==> src/rtl/seg7_scan_pkg.sv <==
// Shared constants for the 7-segment scan stage: glyph patterns, digit indices, FSM states.
package seg7_scan_pkg;

  // Active-high segment patterns, bit order {g,f,e,d,c,b,a}
  localparam logic [6:0] SEG_0    = 7'h3F;
  localparam logic [6:0] SEG_1    = 7'h06;
  localparam logic [6:0] SEG_2    = 7'h5B;
  localparam logic [6:0] SEG_3    = 7'h4F;
  localparam logic [6:0] SEG_4    = 7'h66;
  localparam logic [6:0] SEG_5    = 7'h6D;
  localparam logic [6:0] SEG_6    = 7'h7D;
  localparam logic [6:0] SEG_7    = 7'h07;
  localparam logic [6:0] SEG_8    = 7'h7F;
  localparam logic [6:0] SEG_9    = 7'h6F;
  localparam logic [6:0] SEG_DASH = 7'h40;
  localparam logic [6:0] SEG_OFF  = 7'h00;

  localparam logic [2:0] IDX_SEC_DV    = 3'd0;
  localparam logic [2:0] IDX_SEC_CHUC  = 3'd1;
  localparam logic [2:0] IDX_MIN_DV    = 3'd2;
  localparam logic [2:0] IDX_MIN_CHUC  = 3'd3;
  localparam logic [2:0] IDX_HOUR_DV   = 3'd4;
  localparam logic [2:0] IDX_HOUR_CHUC = 3'd5;

  typedef enum logic {
    ST_BLANK = 1'b0,
    ST_DRIVE = 1'b1
  } scan_state_e;

  typedef struct packed {
    logic [3:0] hour_chuc;
    logic [3:0] hour_dv;
    logic [3:0] min_chuc;
    logic [3:0] min_dv;
    logic [3:0] sec_chuc;
    logic [3:0] sec_dv;
  } digits_t;

endpackage

==> src/rtl/seg7_decode.sv <==
// BCD digit to active-high 7-segment pattern; non-decimal codes show a dash.
module seg7_decode
  import seg7_scan_pkg::*;
(
  input  logic [3:0] bcd,
  input  logic       blank,
  output logic [6:0] pattern_c
);

  always_comb begin
    pattern_c = SEG_DASH;
    if (blank) begin
      pattern_c = SEG_OFF;
    end else begin
      case (bcd)
        4'd0:    pattern_c = SEG_0;
        4'd1:    pattern_c = SEG_1;
        4'd2:    pattern_c = SEG_2;
        4'd3:    pattern_c = SEG_3;
        4'd4:    pattern_c = SEG_4;
        4'd5:    pattern_c = SEG_5;
        4'd6:    pattern_c = SEG_6;
        4'd7:    pattern_c = SEG_7;
        4'd8:    pattern_c = SEG_8;
        4'd9:    pattern_c = SEG_9;
        default: pattern_c = SEG_DASH;
      endcase
    end
  end

endmodule

==> src/rtl/seg7_scan.sv <==
// Multiplexed 6-digit 7-segment driver: input filter, per-frame snapshot, blanked scan, 1 Hz dp blink.
module seg7_scan
  import seg7_scan_pkg::*;
#(
  parameter int unsigned CLK_HZ      = 50_000_000,
  parameter int unsigned SCAN_HZ     = 1000,
  parameter int unsigned BLANK_CYC   = 4,
  parameter bit          SEG_ACT_LOW = 1'b1,
  parameter bit          AN_ACT_LOW  = 1'b1
) (
  input  logic       clk,
  input  logic       reset,
  input  logic [3:0] sec_dv,
  input  logic [3:0] sec_chuc,
  input  logic [3:0] min_dv,
  input  logic [3:0] min_chuc,
  input  logic [3:0] hour_dv,
  input  logic [3:0] hour_chuc,
  input  logic       blank_lz,
  output logic [6:0] seg,
  output logic       dp,
  output logic [5:0] an
);

  localparam int unsigned DIV  = CLK_HZ / SCAN_HZ;
  localparam int unsigned PW   = (DIV > 1) ? $clog2(DIV) : 1;
  localparam int unsigned HALF = SCAN_HZ / 2;
  localparam int unsigned BW   = (HALF > 1) ? $clog2(HALF) : 1;
  localparam int unsigned CW   = (BLANK_CYC > 1) ? $clog2(BLANK_CYC) : 1;

  localparam logic [6:0] SEG_IDLE = {7{SEG_ACT_LOW}};
  localparam logic [5:0] AN_IDLE  = {6{AN_ACT_LOW}};

  digits_t       raw_c, s1, s2, stable, snapshot;
  logic [PW-1:0] presc;
  logic [BW-1:0] blink_cnt;
  logic [CW-1:0] blank_cnt;
  logic [2:0]    idx;
  logic          blink;
  scan_state_e   state;

  logic          tick_c;
  logic [3:0]    digit_c;
  logic          lead_blank_c;
  logic [6:0]    pat_c;
  logic [5:0]    an_hot_c;
  logic          dp_on_c;

  assign raw_c  = {hour_chuc, hour_dv, min_chuc, min_dv, sec_chuc, sec_dv};
  assign tick_c = (presc == PW'(DIV - 1));

  // Digit currently selected out of the frame snapshot
  always_comb begin
    digit_c = snapshot.sec_dv;
    case (idx)
      IDX_SEC_CHUC:  digit_c = snapshot.sec_chuc;
      IDX_MIN_DV:    digit_c = snapshot.min_dv;
      IDX_MIN_CHUC:  digit_c = snapshot.min_chuc;
      IDX_HOUR_DV:   digit_c = snapshot.hour_dv;
      IDX_HOUR_CHUC: digit_c = snapshot.hour_chuc;
      default:       digit_c = snapshot.sec_dv;
    endcase
  end

  assign lead_blank_c = blank_lz && (idx == IDX_HOUR_CHUC) && (digit_c == 4'd0);
  assign an_hot_c     = 6'b000001 << idx;
  assign dp_on_c      = blink && ((idx == IDX_MIN_DV) || (idx == IDX_HOUR_DV));

  seg7_decode u_decode (
    .bcd       (digit_c),
    .blank     (lead_blank_c),
    .pattern_c (pat_c)
  );

  always_ff @(posedge clk) begin
    if (reset) begin
      s1        <= '0;
      s2        <= '0;
      stable    <= '0;
      snapshot  <= '0;
      presc     <= '0;
      blink_cnt <= '0;
      blink     <= 1'b0;
      blank_cnt <= '0;
      idx       <= IDX_SEC_DV;
      state     <= ST_BLANK;
      an        <= AN_IDLE;
      seg       <= SEG_IDLE;
      dp        <= SEG_ACT_LOW;
    end else begin
      // Accept the bus only once two consecutive samples agree
      s1 <= raw_c;
      s2 <= s1;
      if (s1 == s2) stable <= s2;

      presc <= tick_c ? '0 : presc + 1'b1;

      if (tick_c) begin
        if (blink_cnt == BW'(HALF - 1)) begin
          blink_cnt <= '0;
          blink     <= ~blink;
        end else begin
          blink_cnt <= blink_cnt + 1'b1;
        end
      end

      case (state)
        ST_BLANK: begin
          if (blank_cnt == CW'(BLANK_CYC - 1)) begin
            blank_cnt <= '0;
            state     <= ST_DRIVE;
          end else begin
            blank_cnt <= blank_cnt + 1'b1;
          end
        end
        ST_DRIVE: begin
          if (tick_c) begin
            state <= ST_BLANK;
            if (idx == IDX_HOUR_CHUC) begin
              idx      <= IDX_SEC_DV;
              snapshot <= stable;
            end else begin
              idx <= idx + 3'd1;
            end
          end
        end
        default: state <= ST_BLANK;
      endcase

      // Output stage follows the scan state one clock later
      if (state == ST_DRIVE) begin
        an  <= an_hot_c ^ AN_IDLE;
        seg <= pat_c ^ SEG_IDLE;
        dp  <= dp_on_c ^ SEG_ACT_LOW;
      end else begin
        an  <= AN_IDLE;
        seg <= SEG_IDLE;
        dp  <= SEG_ACT_LOW;
      end
    end
  end

endmodule
==> config.mk <==
export PLATFORM = sky130hd
export DESIGN_NAME = seg7_scan
export DESIGN_NICKNAME = d
export VERILOG_FILES = /design/src/rtl/seg7_scan_pkg.sv /design/src/rtl/seg7_decode.sv /design/src/rtl/seg7_scan.sv
export SDC_FILE = /design/constraint.sdc
export NUM_CORES = 1
export LEC_CHECK = 0
export ABC_CLOCK_PERIOD_IN_PS = 3250
export CAP_MARGIN = 20
export CORE_UTILIZATION = 40
export CTS_BUF_LIST = sky130_fd_sc_hd__clkbuf_16
export DETAILED_ROUTE_END_ITERATION = 12
export PLACE_DENSITY = 0.54
export SYNTH_ARGS = -nofsm -noshare
export SYNTH_HDL_FRONTEND = slang
export SYNTH_HIERARCHICAL = 1
export SYNTH_SLANG_ARGS = --single-unit
==> constraint.sdc <==
create_clock -name clk -period 3.25 [get_ports clk]
set_clock_uncertainty 0.1 [all_clocks]
set_input_delay 0.4875 -clock clk [delete_from_list [all_inputs] [get_ports clk]]
set_output_delay 0.4875 -clock clk [all_outputs]
set_load 0.1 [all_outputs]
==> results of run 1 <==
## worst max-delay path, delay by kind of cell, from the launching register on
family,cells,cell delay (ns)
AND/OR/NAND/NOR,4,0.75
AO/OA/AOI/OAI,3,0.73
flip-flops,1,0.48
buffers and inverters,2,0.48
adder cells (fa/ha/maj),1,0.24
## cell usage after synthesis, types with 2 or more instances
cell type,n,share of area
nor4_1,5,0.0055
clkbuf_1,21,0.014
nand2b_1,54,0.060
inv_1,9,0.0060
a22o_1,2,0.0031
nand2_1,29,0.019
a211oi_1,2,0.0027
o31ai_1,3,0.0040
buf_2,8,0.0071
and3_1,2,0.0022
a21oi_1,18,0.016
or3_1,3,0.0033
nand4_1,9,0.010
xor2_1,28,0.043
o21ai_0,6,0.0053
nor2_1,70,0.047
nor3_1,7,0.0062
nand3_1,13,0.012
or4_1,3,0.0040
o21a_1,2,0.0027
a22oi_1,4,0.0053
dfxtp_1,142,0.50
nor2b_1,49,0.054
xnor2_1,15,0.023
mux2i_1,51,0.090
and2_1,2,0.0022
ha_1,9,0.020
## worst paths after layout
path                               start  endpoint  slack [ns]  cells past startpoint
worst max register to register    idx[0]    seg[0]        0.36                     10
worst min register to register  presc[0]  presc[0]        0.36                      1
worst max-delay path              idx[0]    seg[0]        0.36                     10
worst min-delay path            presc[0]  presc[0]        0.36                      1
## report_power, final
part | leakage [nW] | switching (mW) | internal, mW
registers | 1.16 | 0.0301 | 1.79
logic | 1.22 | 0.109 | 0.0936
clock network | 0.247 | 0.709 | 0.951
## stage by stage
step,hold slack [ns],setup WS (ns),area [µm²],instances,utilization
CTS,0.360,0.377,6720,815,0.486
global route,0.389,0.0174,6720,815,0.486
finish,0.360,0.359,6720,815,0.486
detailed placement,0.352,0.405,6210,783,0.449
global placement,0.329,0.491,6210,783,0.449
floorplan,0.318,0.742,5650,584,-
## cell families (layout without fill, tap and decap cells)
logic type,count (synthesis),in the layout,share of synthesized area
AND/OR/NAND/NOR,255,255,0.241
AO/OA/AOI/OAI,43,43,0.0492
buffers and inverters,41,92,0.0290
flip-flops,142,142,0.503
adder cells (fa/ha/maj),9,9,0.0199
multiplexers,51,51,0.0904
XOR/XNOR,43,43,0.0667
## cell type report
class / count / area, µm² / share of cell area
Multi-Input combinational cell: 401 / 2650 / 0.394
Sequential cell: 142 / 2840 / 0.423
Timing Repair Buffer: 49 / 455 / 0.0678
Inverter: 11 / 41.3 / 0.00614
Tap cell: 180 / 225 / 0.0335
Clock inverter: 15 / 85.1 / 0.0127
Clock buffer: 17 / 425 / 0.0633
## per-layer routing
layer	track usage	up-vias
li1	-	2009
met1	0.204	1752
met2	0.240	75
met3	0.0349	19
met4	0.0818	0
met5	0	-
## registers in the layout, summed over array words and instances (netlist names)
signal	count
state	1
dp	1
s2	24
stable	24
s1	24
an	6
idx	3
seg	7
snapshot	24
blink_cnt	9
presc	16
blink	1
blank_cnt	2
==> out/metrics.cfg, run 1 <==
[finish]
mostFrequentLayoutCell = dfxtp_1
drive_above_1_share = 0.0882
num-fill-cells = 1329
finalNetCount = 658
final_cell_mix = 142 x dfxtp_1, 70 x nor2_1, 54 x nand2b_1, 51 x mux2i_1, 49 x nor2b_1
synthToLayoutAreaGrowth_pct = 19.0
n_antenna_cell = 0

[sta]
setup_viol = 0
drv_slew = 0
rsz0062_at_grt = false
setup_tns_ns = 0
max_freq_mhz = 346
slew_headroom = 0.356
fin_crit_sh = 0.890
finalHoldViolations = 0
fin_crit_ns = 2.89
tightest_slew_ns = 0.963

[power]
fin_total_pwr_mw = 3.68
power.density_mw_per_mm2 = 548
power_leakage_nw = 2.62
ir_drop_mv = 0.379

[clock_network]
cts_setup_buffers = 0
cts_tree = built
cts_made_buffers = 17
clk_latency_ns = 0.42
ctsHoldBuffers = 0
htree_levels = 4
cts_max_path_buffers = 2
cts.clk_slew.worst_paths_ns = 0.06
cts_resized = 0
root_buffer = clkbuf_16
clock-sinks = 142

[critical_path]
cp.arrival_ns = 3.09
path_max_fanout = 9
cp_slowest_cell = a21oi_1
crit_path_start_kind = register
critPathRequiredTime_ns = 3.45
cpPeakStageDelay_ns = 0.54
criticalPathCategory = reg2reg
crit_chain = clkinv_1 -> nor2_1 -> ha_1 -> a22oi_1 -> a21oi_1 -> nor4_1 -> buf_4 -> or4_1 -> o31ai_1 -> nand2_1
end_kind = register

[global_route]
grt_pass1_vias = 3773
grt_start_max_net_pins = 136
antenna_found_initial = 0
grt_usage = 0.156
grt_pass1_wl_mm = 17.8
overflow = 0

[synth]
synth_cells = 584
synth_edf_count = 0
ys_ff_latch = 142
ys_types = 45
yosysSeqAreaShare = 0.503
synth_top_flop_cell = dfxtp_1
synth_fp_nets = 620
yosysWarnings = 6
synth-async-reset-ratio = 0
syn-cell-area_mm2 = 0.00565
synth.avg_cell_area_um2 = 9.67

[die]
die_w_um = 121
dieArea_mm2 = 0.0146
dieHeight_um = 121
num_rows = 43
start_util = 0.408
io_pins = 41
coreArea_mm2 = 0.0138

[routing]
route.met2.wl_mm = 4.47
drc_errors = 0
ant_nets = 0
drt-total-wl_mm = 10.3
routed-via-count = 3855
top_layer = met4
wl_met3_um = 367
wire_per_inst_um = 12.7
wl_met1_mm = 5.24
drt_iter0_markers = 280
drt_pre_antenna_iters = 4
routed_via_density = 4.73

[placed_design]
gp_congestion = 0.888
io_buffers = 40
hpwlAfterDp_mm = 7.07

[worst_hold_path]
hold_class = reg2reg

[status]
outcome = complete, no violations

[job]
maxCapViolCount = 0

Power figures use the tool's default switching activity.
==> run 2: changes to the inputs <==
--- a/config.mk
+++ b/config.mk
@@ -7,10 +7,12 @@
 export LEC_CHECK = 0
 export ABC_CLOCK_PERIOD_IN_PS = 3250
 export CAP_MARGIN = 20
+export CELL_PAD_IN_SITES_DETAIL_PLACEMENT = 0
+export CELL_PAD_IN_SITES_GLOBAL_PLACEMENT = 1
 export CORE_UTILIZATION = 40
 export CTS_BUF_LIST = sky130_fd_sc_hd__clkbuf_16
 export DETAILED_ROUTE_END_ITERATION = 12
-export PLACE_DENSITY = 0.54
+export PLACE_DENSITY = 0.67
 export SYNTH_ARGS = -nofsm -noshare
 export SYNTH_HDL_FRONTEND = slang
 export SYNTH_HIERARCHICAL = 1
==> constraint.sdc (replaced) <==
create_clock -name clk -period 3.25 [get_ports clk]
set_clock_uncertainty 0.1 [all_clocks]
set_input_delay 0.65 -clock clk [delete_from_list [all_inputs] [get_ports clk]]
set_output_delay 0.65 -clock clk [all_outputs]
set_load 0.1 [all_outputs]
==> run 2 against run 1 <==
  * Sequential share of layout area is 0.48 points lower
  * Design area rose by 1.2%
  * Clock power rose by 18%
  * Maximum frequency up 0.32%
  * Register-to-register slack about the same
  * Global-route usage decreased by 0.091 points
  * Sequential cell count unchanged
  * Sequential power about the same
  * Largest cell class unchanged
  * Largest power group is now the clock network
  * Highest routed layer unchanged
==> out/metrics.cfg, run 2 (synthesis results as in run 1) <==
[status]
outcome = complete, no violations

[sta]
slew_headroom = 0.470  ; +0.114
layout_setup_ws_ns = 0.368  ; +0.00932 ns
setup_tns_ns = 0  ; unchanged
finalHoldViolations = 0  ; unchanged
fin_crit_sh = 0.887  ; -0.00287
fin_crit_ns = 2.88  ; -0.00932 ns
holdWs_ns = 0.347  ; -0.0131 ns
tightest_slew_ns = 0.784  ; -0.179 ns
rsz0062_at_grt = false
drv_slew = 0  ; unchanged
max_freq_mhz = 347  ; +0.32%
setup_viol = 0  ; unchanged

[critical_path]
path_delay_family = simple AND/OR/NAND/NOR gates
crit_chain = inv_1 -> nor3_1 -> a22oi_1 -> a21oi_1 -> nor4_1 -> buf_4 -> or4_1 -> o31ai_1 -> nand2_1
r2r_start = idx[2]
cpPeakStageDelay_ns = 0.54  ; about the same
path_max_fanout = 11  ; +2
crit_path_start_kind = register
regToRegEndpoint = seg[0]
reg2reg_depth = 9  ; -1
cp_slowest_cell = a21oi_1
cp.arrival_ns = 3.08  ; about the same
critPathRequiredTime_ns = 3.45  ; about the same
path_buf_inv = 2  ; unchanged
critPathLaunch = idx[2]
rrSetupSlack_ns = 0.37  ; about the same
criticalPathCategory = reg2reg
end_kind = register

[placed_design]
io_buffers = 40  ; unchanged
dp.cells = 783  ; unchanged
preCtsSetupSlack_ns = 0.402  ; -0.00231 ns
gp_congestion = 0.859  ; -3.4%
placed_area_mm2 = 0.00620  ; -0.20%
hpwlAfterDp_mm = 7.05  ; -0.32%

[clock_network]
clk_latency_ns = 0.41  ; about the same
cts_setup_buffers = 0  ; unchanged
cts_made_buffers = 17  ; unchanged
ctsHoldBuffers = 0  ; unchanged
root_buffer = clkbuf_16
htree_levels = 4  ; unchanged
cts_tree = built
cts.clk_slew.worst_paths_ns = 0.06  ; about the same
cts_resized = 0  ; unchanged
cts_max_path_buffers = 2  ; unchanged
clock-sinks = 142  ; unchanged

[routing]
ant_nets = 0  ; unchanged
drt_pre_antenna_iters = 5  ; +1
drt_iter0_markers = 281  ; +0.36%
wire_per_inst_um = 12.6  ; -0.53%
routed_via_density = 4.69  ; -0.84%
drt-total-wl_mm = 10.3  ; -0.65%
routed-via-count = 3818  ; -0.96%
drc_errors = 0  ; unchanged

[worst_hold_path]
hold_path_end = presc[0]
min_from = presc[0]
hold_depth = 1  ; unchanged
hold_class = reg2reg

[die]
num_rows = 43  ; unchanged
dieArea_mm2 = 0.0146  ; unchanged
io_pins = 41  ; unchanged
coreArea_mm2 = 0.0138  ; unchanged
die_w_um = 121  ; unchanged
dieHeight_um = 121  ; unchanged
start_util = 0.408  ; unchanged

[power]
ir_drop_mv = 0.350  ; -7.5%
power_leakage_nw = 2.67  ; +1.7%
fin_total_pwr_mw = 3.98  ; +8.1%
power.density_mw_per_mm2 = 585  ; +6.9%

[finish]
num-fill-cells = 1284  ; -3.4%
final_area_mm2 = 0.00680  ; +1.2%
drive_above_1_share = 0.0946  ; +0.00645
fin_util = 0.492  ; +0.00561
n_antenna_cell = 0  ; unchanged
finalNetCount = 658  ; unchanged
final_cell_mix = 142 x dfxtp_1, 70 x nor2_1, 54 x nand2b_1, 51 x mux2i_1, 49 x nor2b_1
multi_input_area_mm2 = 0.00265  ; unchanged
regArea_mm2 = 0.00284  ; unchanged
fin_cells = 814  ; -0.12%
synthToLayoutAreaGrowth_pct = 20.4
mostFrequentLayoutCell = dfxtp_1

[global_route]
antenna_found_initial = 0  ; unchanged
grt_pass1_vias = 3603  ; -4.5%
overflow = 0  ; unchanged
grt_usage = 0.155  ; -0.000909
grt_pass1_wl_mm = 17.4  ; -1.9%
grt_start_max_net_pins = 129  ; -5.1%

[job]
maxCapViolCount = 0  ; unchanged

==> run 2: worst reg2reg max path, stage by stage (launching register included) <==
cell and delay, ns:
dfxtp_1 0.51, inv_1 0.18, nor3_1 0.45, a22oi_1 0.14, a21oi_1 0.54, nor4_1 0.12, buf_4 0.19, or4_1 0.39
o31ai_1 0.08, nand2_1 0.07
==> run 2: routing by layer <==
metal | GRT usage | vias to the layer above | share of wire
met5 | 0 | - | 0
met4 | 0.0787 | 0 | 0.018
met3 | 0.0453 | 17 | 0.035
met2 | 0.226 | 65 | 0.43
met1 | 0.207 | 1723 | 0.52
li1 | - | 2013 | -
==> run 2: final cells by class <==
type / count / share of cell area
clock inverters: 14 / 0.0258
well taps: 180 / 0.0331
multi-input cells: 401 / 0.389
inverters: 11 / 0.00607
repair buffers: 49 / 0.0651
flip-flops and latches: 142 / 0.418
clock buffers: 17 / 0.0626
==> run 2: worst max-delay path by stage <==
| stage | to | slack, ns | cells after the start |
|---|---|---|---|
| global placement | seg[0] | 0.44 | 10 |
| CTS | seg[0] | 0.39 | 10 |
| detailed placement | seg[0] | 0.40 | 10 |
| global route | seg[0] | 0.05 | 9 |
| finish | seg[0] | 0.37 | 9 |
| floorplan | seg[0] | 0.74 | 11 |
==> run 2: report_power, final <==
| part | switching, mW | internal, mW | total (mW) |
|---|---|---|---|
| clock network | 0.695 | 1.26 | 1.96 |
| logic | 0.109 | 0.0927 | 0.201 |
| registers | 0.0306 | 1.79 | 1.82 |
| total | 0.835 | 3.14 | 3.98 |
==> run 3: changes to the inputs <==
--- a/config.mk
+++ b/config.mk
@@ -12,6 +12,7 @@
 export CORE_UTILIZATION = 40
 export CTS_BUF_LIST = sky130_fd_sc_hd__clkbuf_16
 export DETAILED_ROUTE_END_ITERATION = 12
+export HOLD_SLACK_MARGIN = 0.03
 export PLACE_DENSITY = 0.67
 export SYNTH_ARGS = -nofsm -noshare
 export SYNTH_HDL_FRONTEND = slang
==> results of run 3 <==
No change in the layout: final DEF, timing and power equal those of run 2.
